`config.mk`:
```
export PLATFORM = sky130hd
export DESIGN_NAME = usb_rx_ctrl
export DESIGN_NICKNAME = d
export VERILOG_FILES = /design/src/rtl/usb_rx_ctrl.sv
export SDC_FILE = /design/constraint.sdc
export NUM_CORES = 1
export LEC_CHECK = 0
export CORE_MARGIN = 2
export CORE_UTILIZATION = 54
export CTS_BUF_LIST = sky130_fd_sc_hd__clkbuf_2
export DETAILED_ROUTE_END_ITERATION = 8
export PLACE_DENSITY = 0.87
export SYNTH_ARGS = -nofsm -noshare
export SYNTH_HDL_FRONTEND = slang
export SYNTH_SLANG_ARGS = --single-unit
```
`constraint.sdc`:
```
create_clock -name clk -period 4.4 [get_ports clk]
set_input_delay 0.66 -clock clk [delete_from_list [all_inputs] [get_ports clk]]
set_output_delay 0.66 -clock clk [all_outputs]
set_load 0.1 [all_outputs]
```
`src/rtl/usb_rx_ctrl.sv`:
```
// -----------------------------------------------------------------------------
// usb_rx_ctrl
//   Receive control unit for the USB full-speed RX path. Steps the RX datapath
//   through one packet: sync byte check, PID check, payload byte writes into
//   the RX FIFO, EOP handling and sticky error reporting.
//
// Ports
//   clk            in   1      system clock, rising edge
//   rst            in   1      synchronous reset, active-high
//   d_edge         in   1      transition seen on d_plus
//   eop            in   1      SE0 seen by the decoder
//   shift_enable   in   1      bit-sample strobe from the bit timer
//   byte_received  in   1      1-cycle pulse, rcv_data holds a full byte
//   rcv_data       in   8      parallel byte from the RX shift register
//   fifo_full      in   1      RX FIFO cannot take a write
//   rcving         out  1      packet in progress (enables the bit timer)
//   w_enable       out  1      1-cycle FIFO write strobe for rcv_data
//   r_error        out  1      sticky receive error flag
//   rx_pid         out  4      PID of the current/last good packet
//   pid_valid      out  1      rx_pid was checked good for this packet
//   byte_count     out  CNT_W  payload bytes written this packet
//   pkt_done       out  1      1-cycle pulse, packet ended cleanly
//
// Every output is a flop loaded from the next-state decode, so no input
// reaches an output combinationally.
// -----------------------------------------------------------------------------
module usb_rx_ctrl #(
   parameter logic [7:0] SYNC_BYTE = 8'h80,
   parameter int         MAX_BYTES = 64,
   parameter int         CNT_W     = 7
) (
   input  logic             clk,
   input  logic             rst,
   input  logic             d_edge,
   input  logic             eop,
   input  logic             shift_enable,
   input  logic             byte_received,
   input  logic [7:0]       rcv_data,
   input  logic             fifo_full,
   output logic             rcving,
   output logic             w_enable,
   output logic             r_error,
   output logic [3:0]       rx_pid,
   output logic             pid_valid,
   output logic [CNT_W-1:0] byte_count,
   output logic             pkt_done
);

   typedef enum logic [3:0] {
      IDLE      = 4'd0,
      SYNC_WAIT = 4'd1,
      SYNC_CHK  = 4'd2,
      PID_WAIT  = 4'd3,
      PID_CHK   = 4'd4,
      DATA_WAIT = 4'd5,
      STORE     = 4'd6,
      EOP_WAIT  = 4'd7,
      ERR       = 4'd8,
      ERR_IDLE  = 4'd9
   } state_t;

   // A PID byte is valid when its upper nibble is the complement of the lower.
   function automatic logic pid_check(input logic [7:0] pid_byte);
      return (pid_byte[7:4] == ~pid_byte[3:0]);
   endfunction

   state_t           state_r;
   state_t           next_state_s;
   logic             eop_se_s;
   logic             store_ok_s;
   logic             pid_take_s;
   logic             enter_sync_s;
   logic             rcving_next_s;

   logic             rcving_r;
   logic             w_enable_r;
   logic             r_error_r;
   logic [3:0]       rx_pid_r;
   logic             pid_valid_r;
   logic [CNT_W-1:0] byte_count_r;
   logic             pkt_done_r;

   assign eop_se_s = eop & shift_enable;

   // State register.
   always_ff @(posedge clk) begin
      if (rst) begin
         state_r <= IDLE;
      end else begin
         state_r <= next_state_s;
      end
   end

   // Next-state decode plus the one-cycle qualifiers that feed the output flops.
   // The write decision (FIFO space, byte limit) is taken in the same cycle as
   // byte_received so the strobe can be registered and still land in STORE.
   always_comb begin
      next_state_s = state_r;
      store_ok_s   = 1'b0;
      pid_take_s   = 1'b0;
      case (state_r)
         IDLE: begin
            if (d_edge) next_state_s = SYNC_WAIT;
            else        next_state_s = IDLE;
         end
         SYNC_WAIT: begin
            if (eop_se_s)           next_state_s = ERR;
            else if (byte_received) next_state_s = SYNC_CHK;
            else                    next_state_s = SYNC_WAIT;
         end
         SYNC_CHK: begin
            if (rcv_data == SYNC_BYTE) next_state_s = PID_WAIT;
            else                       next_state_s = ERR;
         end
         PID_WAIT: begin
            if (eop_se_s)           next_state_s = ERR;
            else if (byte_received) next_state_s = PID_CHK;
            else                    next_state_s = PID_WAIT;
         end
         PID_CHK: begin
            if (pid_check(rcv_data)) begin
               next_state_s = DATA_WAIT;
               pid_take_s   = 1'b1;
            end else begin
               next_state_s = ERR;
            end
         end
         DATA_WAIT: begin
            // eop takes priority; a byte completing alongside it is dropped
            if (eop_se_s) begin
               next_state_s = EOP_WAIT;
            end else if (byte_received) begin
               next_state_s = STORE;
               store_ok_s   = ~fifo_full && (byte_count_r != CNT_W'(MAX_BYTES));
            end else begin
               next_state_s = DATA_WAIT;
            end
         end
         STORE: begin
            // w_enable_r is high exactly when the write was accepted
            if (w_enable_r) next_state_s = DATA_WAIT;
            else            next_state_s = ERR;
         end
         EOP_WAIT: begin
            if (d_edge) next_state_s = IDLE;
            else        next_state_s = EOP_WAIT;
         end
         ERR: begin
            if (eop_se_s) next_state_s = ERR_IDLE;
            else          next_state_s = ERR;
         end
         ERR_IDLE: begin
            if (d_edge) next_state_s = IDLE;
            else        next_state_s = ERR_IDLE;
         end
         default: begin
            next_state_s = IDLE;
         end
      endcase
   end

   // rcving decode of the state being entered, so the flop tracks the state.
   always_comb begin
      rcving_next_s = 1'b0;
      case (next_state_s)
         SYNC_WAIT, SYNC_CHK, PID_WAIT, PID_CHK,
         DATA_WAIT, STORE, ERR:       rcving_next_s = 1'b1;
         IDLE, EOP_WAIT, ERR_IDLE:    rcving_next_s = 1'b0;
         default:                     rcving_next_s = 1'b0;
      endcase
   end

   assign enter_sync_s = (state_r == IDLE) && (next_state_s == SYNC_WAIT);

   // Output registers.
   always_ff @(posedge clk) begin
      if (rst) begin
         rcving_r     <= 1'b0;
         w_enable_r   <= 1'b0;
         r_error_r    <= 1'b0;
         rx_pid_r     <= 4'h0;
         pid_valid_r  <= 1'b0;
         byte_count_r <= '0;
         pkt_done_r   <= 1'b0;
      end else begin
         rcving_r   <= rcving_next_s;
         w_enable_r <= store_ok_s;
         pkt_done_r <= (state_r == EOP_WAIT) && (next_state_s == IDLE);
         if (enter_sync_s) begin
            // new packet: error, PID flag and count start fresh; rx_pid is kept
            r_error_r    <= 1'b0;
            pid_valid_r  <= 1'b0;
            byte_count_r <= '0;
         end else begin
            if (next_state_s == ERR) begin
               r_error_r <= 1'b1;
            end
            if (pid_take_s) begin
               rx_pid_r    <= rcv_data[3:0];
               pid_valid_r <= 1'b1;
            end
            // store_ok_s already excludes byte_count == MAX_BYTES: saturates
            if (store_ok_s) begin
               byte_count_r <= byte_count_r + CNT_W'(1);
            end
         end
      end
   end

   assign rcving     = rcving_r;
   assign w_enable   = w_enable_r;
   assign r_error    = r_error_r;
   assign rx_pid     = rx_pid_r;
   assign pid_valid  = pid_valid_r;
   assign byte_count = byte_count_r;
   assign pkt_done   = pkt_done_r;

endmodule

```
==> results of run 1 <==
metrics by stage:
stage / utilization / hold WS [ns]
3_5_place_dp: 0.6926 / 0.4525
4_1_cts: 0.7134 / 0.4754
6_report: 0.7134 / 0.4697
2_1_floorplan: - / 0.6781
5_1_grt: 0.7134 / 0.5067
3_3_place_gp: 0.6926 / 0.4347
area by class of cell:
type                    instances  area (µm²)
clock buffers                   3       15.01
clock inverters                 1       30.03
fillers                       186       621.8
inverters                       4       15.01
multi-input cells             103       752.0
flip-flops and latches         20       400.4
well taps                      28       35.03
repair buffers                 30       300.3
state kept, by name, summed over array words and instances (netlist names):
| name | flops |
|---|---|
| byte_count | 7 |
| w_enable | 1 |
| r_error | 1 |
| state_r | 4 |
| rx_pid | 4 |
| rcving | 1 |
| pid_valid | 1 |
| pkt_done | 1 |
kinds of logic after synthesis:
| kind of cell | after synthesis |
|---|---|
| xor gates and xnor gates | 10 |
| muxes | 2 |
| adders and majority gates | 2 |
| buffers and inverters | 11 |
| AOI/OAI and AO/OA | 25 |
| DFF | 20 |
| and+or+nand+nor | 64 |
metal layers:
metal  global-route usage  up-vias
met5                    0        -
met4              0.07456        0
met3              0.06433        2
met2               0.3868       35
met1               0.2712      517
li1                     -      544
power breakdown:
group / total [µW] / internal (µW) / switching [µW] / leakage (µW)
Combinational: 75.9 / 33.4 / 42.5 / 0.000332
Sequential: 194 / 185 / 8.50 / 0.000162
Clock: 135 / 78.5 / 56.9 / 0.0000266
layout by cell type, fill, tap and decap left out, types with 3 or more instances in the layout:
cell and instances:
a21oi_1 11, and3_1 3, clkbuf_2 3, clkdlybuf4s50_1 30
dfxtp_1 20, inv_1 4, nand2_1 7, nand2b_1 7
nand3_1 6, nand3b_1 3, nand4_1 3, nand4b_1 3
nor2_1 14, xor2_1 9
synthesized netlist by cell type (2+ instances only):
library cell,count
clkbuf_1,2
buf_6,2
o32a_1,2
nand2b_1,7
nand3b_1,3
inv_1,4
a21oi_1,11
nand3_1,6
mux2i_1,2
nor4_2,2
nor2_1,14
and3_1,3
nand4_1,3
nand4b_1,3
buf_2,2
a21o_1,2
xor2_1,9
ha_1,2
nand2_1,7
dfxtp_1,20
worst max path at each step:
stage / end / slack (ns) / from
6_report: byte_count[2] / 1.75 / byte_count[2]$_SDFFE_PP0P_
5_1_grt: byte_count[2] / 1.65 / byte_count[2]$_SDFFE_PP0P_
4_1_cts: byte_count[2] / 1.74 / byte_count[2]$_SDFFE_PP0P_
3_5_place_dp: pkt_done$_SDFF_PP0_ / 1.84 / rcv_data[4]
3_3_place_gp: rcving$_SDFF_PP0_ / 1.88 / rcv_data[0]
2_1_floorplan: pkt_done$_SDFF_PP0_ / 2.44 / w_enable$_SDFF_PP0_
==> results.cfg, run 1 <==
[status]
status = finished clean

[worst_setup_path]
path_delay_family = buffers and inverters
r2r_cells = 5
crit_fanout = 7
startpoint_type = register
r2r-end = rcving$_SDFF_PP0_
crit_type = register to output port
rrSetupSlack_ns = 2.49
cp_slowest_cell = clkdlybuf4s50_1
cp.arrival_ns = 1.99
required_ns = 3.74
critPathMaxStageDelay_ns = 1.18
rr_startpoint = state_r[2]$_SDFF_PP0_
cp_num_buf_inv = 1
cp_num_cells = 1
end_kind = output port
path_cells = clkdlybuf4s50_1

[route]
wl_met1_um = 1199
wl_met3_um = 153
top_layer_used = met4
drc_errors = 0
drt_iter0_markers = 29
ant_nets = 0
dr.pass1.iters = 4
wl_met2_um = 1389
vias_per_cell = 5.810
wl_um = 2757
wl_per_cell_um = 14.59
num_vias = 1098

[synthesis]
synth_cells = 134
yosysTopAreaCellShare = 0.3296
synthXorXnorAreaFrac = 0.07209
ys_seq_elements = 20
synth_cell_type_count = 48
synth_mux_area_frac = 0.01648
synth-async-reset-ratio = 0
synth_nets = 151
synth_compound_area_frac = 0.1607
yosys_warnings = 0
synth_area_leaders = dfxtp_1, xor2_1, a21oi_1
synth_ff_type = dfxtp_1
synth-seq-area-share = 0.3296
synthAdderAreaFrac = 0.02060
synth_top_area_cell = dfxtp_1
synth_edf_count = 0
syn_area_um2 = 1215
synth_simple_gate_area_share = 0.3491
syn_area_per_cell_um2 = 9.067
synth_top_family_by_area = simple AND/OR/NAND/NOR gates

[placed_design]
dpl.cell_count = 185
gp_congestion = 0.8189
placed_area_um2 = 1503
post-place-ws_ns = 1.840
port_buffers = 30
dp_hpwl_um = 2105

[global_route]
grt_max_degree = 19
overflow = 0
first_global_vias = 1057
grtUsageTotal = 0.2266
antenna_found_initial = 0
grt_pass1_wl_um = 4505

[hold_path]
hold_class = register to register
hold_start = r_error$_SDFFE_PP0N_
worst_hold_path.num_cells = 2
min_to = r_error$_SDFFE_PP0N_

[job]
max-cap-violations = 0

[die]
dieArea_um2 = 2645
die_y_um = 51.43
die_width_um = 51.43
core-area_um2 = 2170
io_pins = 31
rows = 17
initial_core_util = 0.5600

[sta]
finalHoldViolCount = 0
slew-limit-headroom = 0.3438
fin_setup_tns_ns = 0
setup_viol = 0
post-route-min-period_ns = 2.647
max_freq_ghz = 0.3778
finalClockSkew_ns = 0.006466
rsz0062_at_grt = false
setup_slack_ns = 1.753
slew_violations = 0
worstMarginPinSlew_ns = 0.9812
period_share = 0.6016

[clock_network]
numCtsBuffers = 3
cts.clk_slew.worst_paths_ns = 0.19
clockRootBuffer = clkbuf_2
tritoncts = built
cts_resized = 0
clock_insertion_delay_worst_skew_ns = 0.32
clock-sinks = 20
cts_hold_buf = 0
cts_setup_buffers = 0
clk_path_buf_depth = 2
htree_levels = 1

[final_layout]
drive_above_1_share = 0.09317
final_cells = 189
final_area_um2 = 1548
final_nets = 179
diodes = 0
syn_to_final_growth_pct = 27.39

[power]
peakVddDrop_uv = 210.6
leakage_uw = 0.0005205
finalPower_uw = 405.0
p_per_area_nw_per_um2 = 261.7
Power figures use the tool's default switching activity.
==> inputs of run 2 (changes only) <==
CORE_UTILIZATION = 50   (was 54)
PLACE_DENSITY = 0.81   (was 0.87)
clock period = 2.5 ns   (was 4.4 ns; I/O delays follow)
==> run 2 against run 1 <==
Clock skew up 0.0077 ns. Clock-buffer cell count is the same. Worst hold slack improved by 0.0044 ns. Register-to-register slack got worse by 1.9 ns. Largest cell class unchanged. Via count decreased by 1.5%. Non-clock buffer count grew 1. Utilization fell by 4.1 points. Design area decreased by 2.1%. Critical path depth grew 5. Largest power group unchanged. Global-route usage decreased by 1.7 points. Clock power up 73%.
==> results.cfg, run 2 (synthesized netlist as in run 1, its figures left out) <==
[global_route]
overflow = 0
grt_max_degree = 19
grt_pass1_wl_um = 4353
first_global_vias = 969
grtUsageTotal = 0.2094
antenna_found_initial = 0

[worst_setup_path]
rr_startpoint = state_r[2]$_SDFF_PP0_
cp.arrival_ns = 2.19
required_ns = 2.75
end_kind = register
critPathMaxStageDelay_ns = 0.57
r2r_cells = 5
path_cells = clkdlybuf4s50_1, xor2_1, and4_1, a21oi_1, and3_1, a311oi_2
startpoint_type = primary input
cp_slowest_cell = clkdlybuf4s50_1
crit_start = rcv_data[1]
crit_type = primary input to register
crit_fanout = 8

[final_layout]
final_nets = 180
drive_above_1_share = 0.1975
layout_commonest_cell = dfxtp_1
multi_input_area_um2 = 752.0
seqCellArea_um2 = 400.4
syn_to_final_growth_pct = 24.72
largest_register_ffs = 7
fill_cells = 200
diodes = 0
final_cell_mix = dfxtp_1, buf_4, nor2_1, clkdlybuf4s50_1, a21oi_1
final_cells = 190

[sta]
setup_viol = 0
fin_setup_tns_ns = 0
slew_violations = 0
slew-limit-headroom = 0.6205
finalClockSkew_ns = 0.01419
post-route-min-period_ns = 1.944
period_share = 0.7774
rsz0062_at_grt = false
max_freq_ghz = 0.5145
finalHoldViolCount = 0
worstMarginPinSlew_ns = 0.5685

[die]
dieArea_um2 = 2840
die_width_um = 53.30
initial_core_util = 0.5388
die_y_um = 53.30
io_pins = 31
rows = 17
core-area_um2 = 2255

[power]
peakVddDrop_uv = 482.6
leakage_uw = 0.0005584
finalPower_uw = 704.4
p_per_area_nw_per_um2 = 464.9

[placed_design]
dpl.cell_count = 186
gp_congestion = 0.8080
dp_hpwl_um = 2066
port_buffers = 30

[job]
max-cap-violations = 0

[clock_network]
numCtsBuffers = 3
cts_hold_buf = 0
tritoncts = built
htree_levels = 1
clk_path_buf_depth = 2
clock_insertion_delay_worst_skew_ns = 0.32
cts_resized = 0
cts.clk_slew.worst_paths_ns = 0.18
clock-sinks = 20
cts_setup_buffers = 0
clockRootBuffer = clkbuf_2

[route]
dr.pass1.iters = 4
vias_per_cell = 5.689
ant_nets = 0
wl_per_cell_um = 14.01
num_vias = 1081
drc_errors = 0
drt_iter0_markers = 25
wl_um = 2661

[hold_path]
worst_hold_path.num_cells = 2
hold_start = rx_pid[0]$_SDFFE_PP0P_
hold_class = register to register

[status]
status = finished clean
## run 2: changes by cell type in the layout (fill, tap and decap cells not counted), sizes merged
cell / change
buf: +17
clkdlybuf4s50: -16
## run 2: worst max-delay path: cells and delay by family
family | cells | cell delay [ns]
buf+inv | 1 | 0.57
compound gates | 2 | 0.35
simple gates | 2 | 0.66
xor+xnor | 1 | 0.23
## run 2: metal layers
layer	track usage	share of wire
met5	0	0
met1	0.2642	0.44
met4	0.06410	0.016
met3	0.06215	0.061
met2	0.3395	0.49
## run 2: final cells by class
type,instances,area share
sequential,20,0.2642
tap,28,0.02312
timing repair buffer,31,0.1767
clock buffer,3,0.009909
multi-input combinational,103,0.4963
clock inverter,1,0.01982
inverter,4,0.009909
## run 2: worst paths after layout
check	slack [ns]	endpoint
worst max-delay path	0.56	rcving$_SDFF_PP0_
worst min-delay path	0.47	rx_pid[0]$_SDFFE_PP0P_
worst max register to register	0.58	rcving$_SDFF_PP0_
worst min register to register	0.47	rx_pid[0]$_SDFFE_PP0P_
## run 2: where the power goes
group          switching [µW]  internal, µW
clock network            94.3           138
logic                    73.8          57.7
registers                14.3           326
## run 2: stage by stage
stage | worst slack [ns] | hold slack, ns | util | cell area [µm²]
after detailed placement | 0.2408 | 0.4539 | 0.6521 | 1470
final | 0.5565 | 0.4741 | 0.6720 | 1515
after global routing | 0.3367 | 0.5061 | 0.6720 | 1515
after global placement | 0.2700 | 0.4357 | 0.6521 | 1470
after CTS | 0.5841 | 0.4757 | 0.6720 | 1515
after floorplan | 0.5376 | 0.5225 | - | 1215
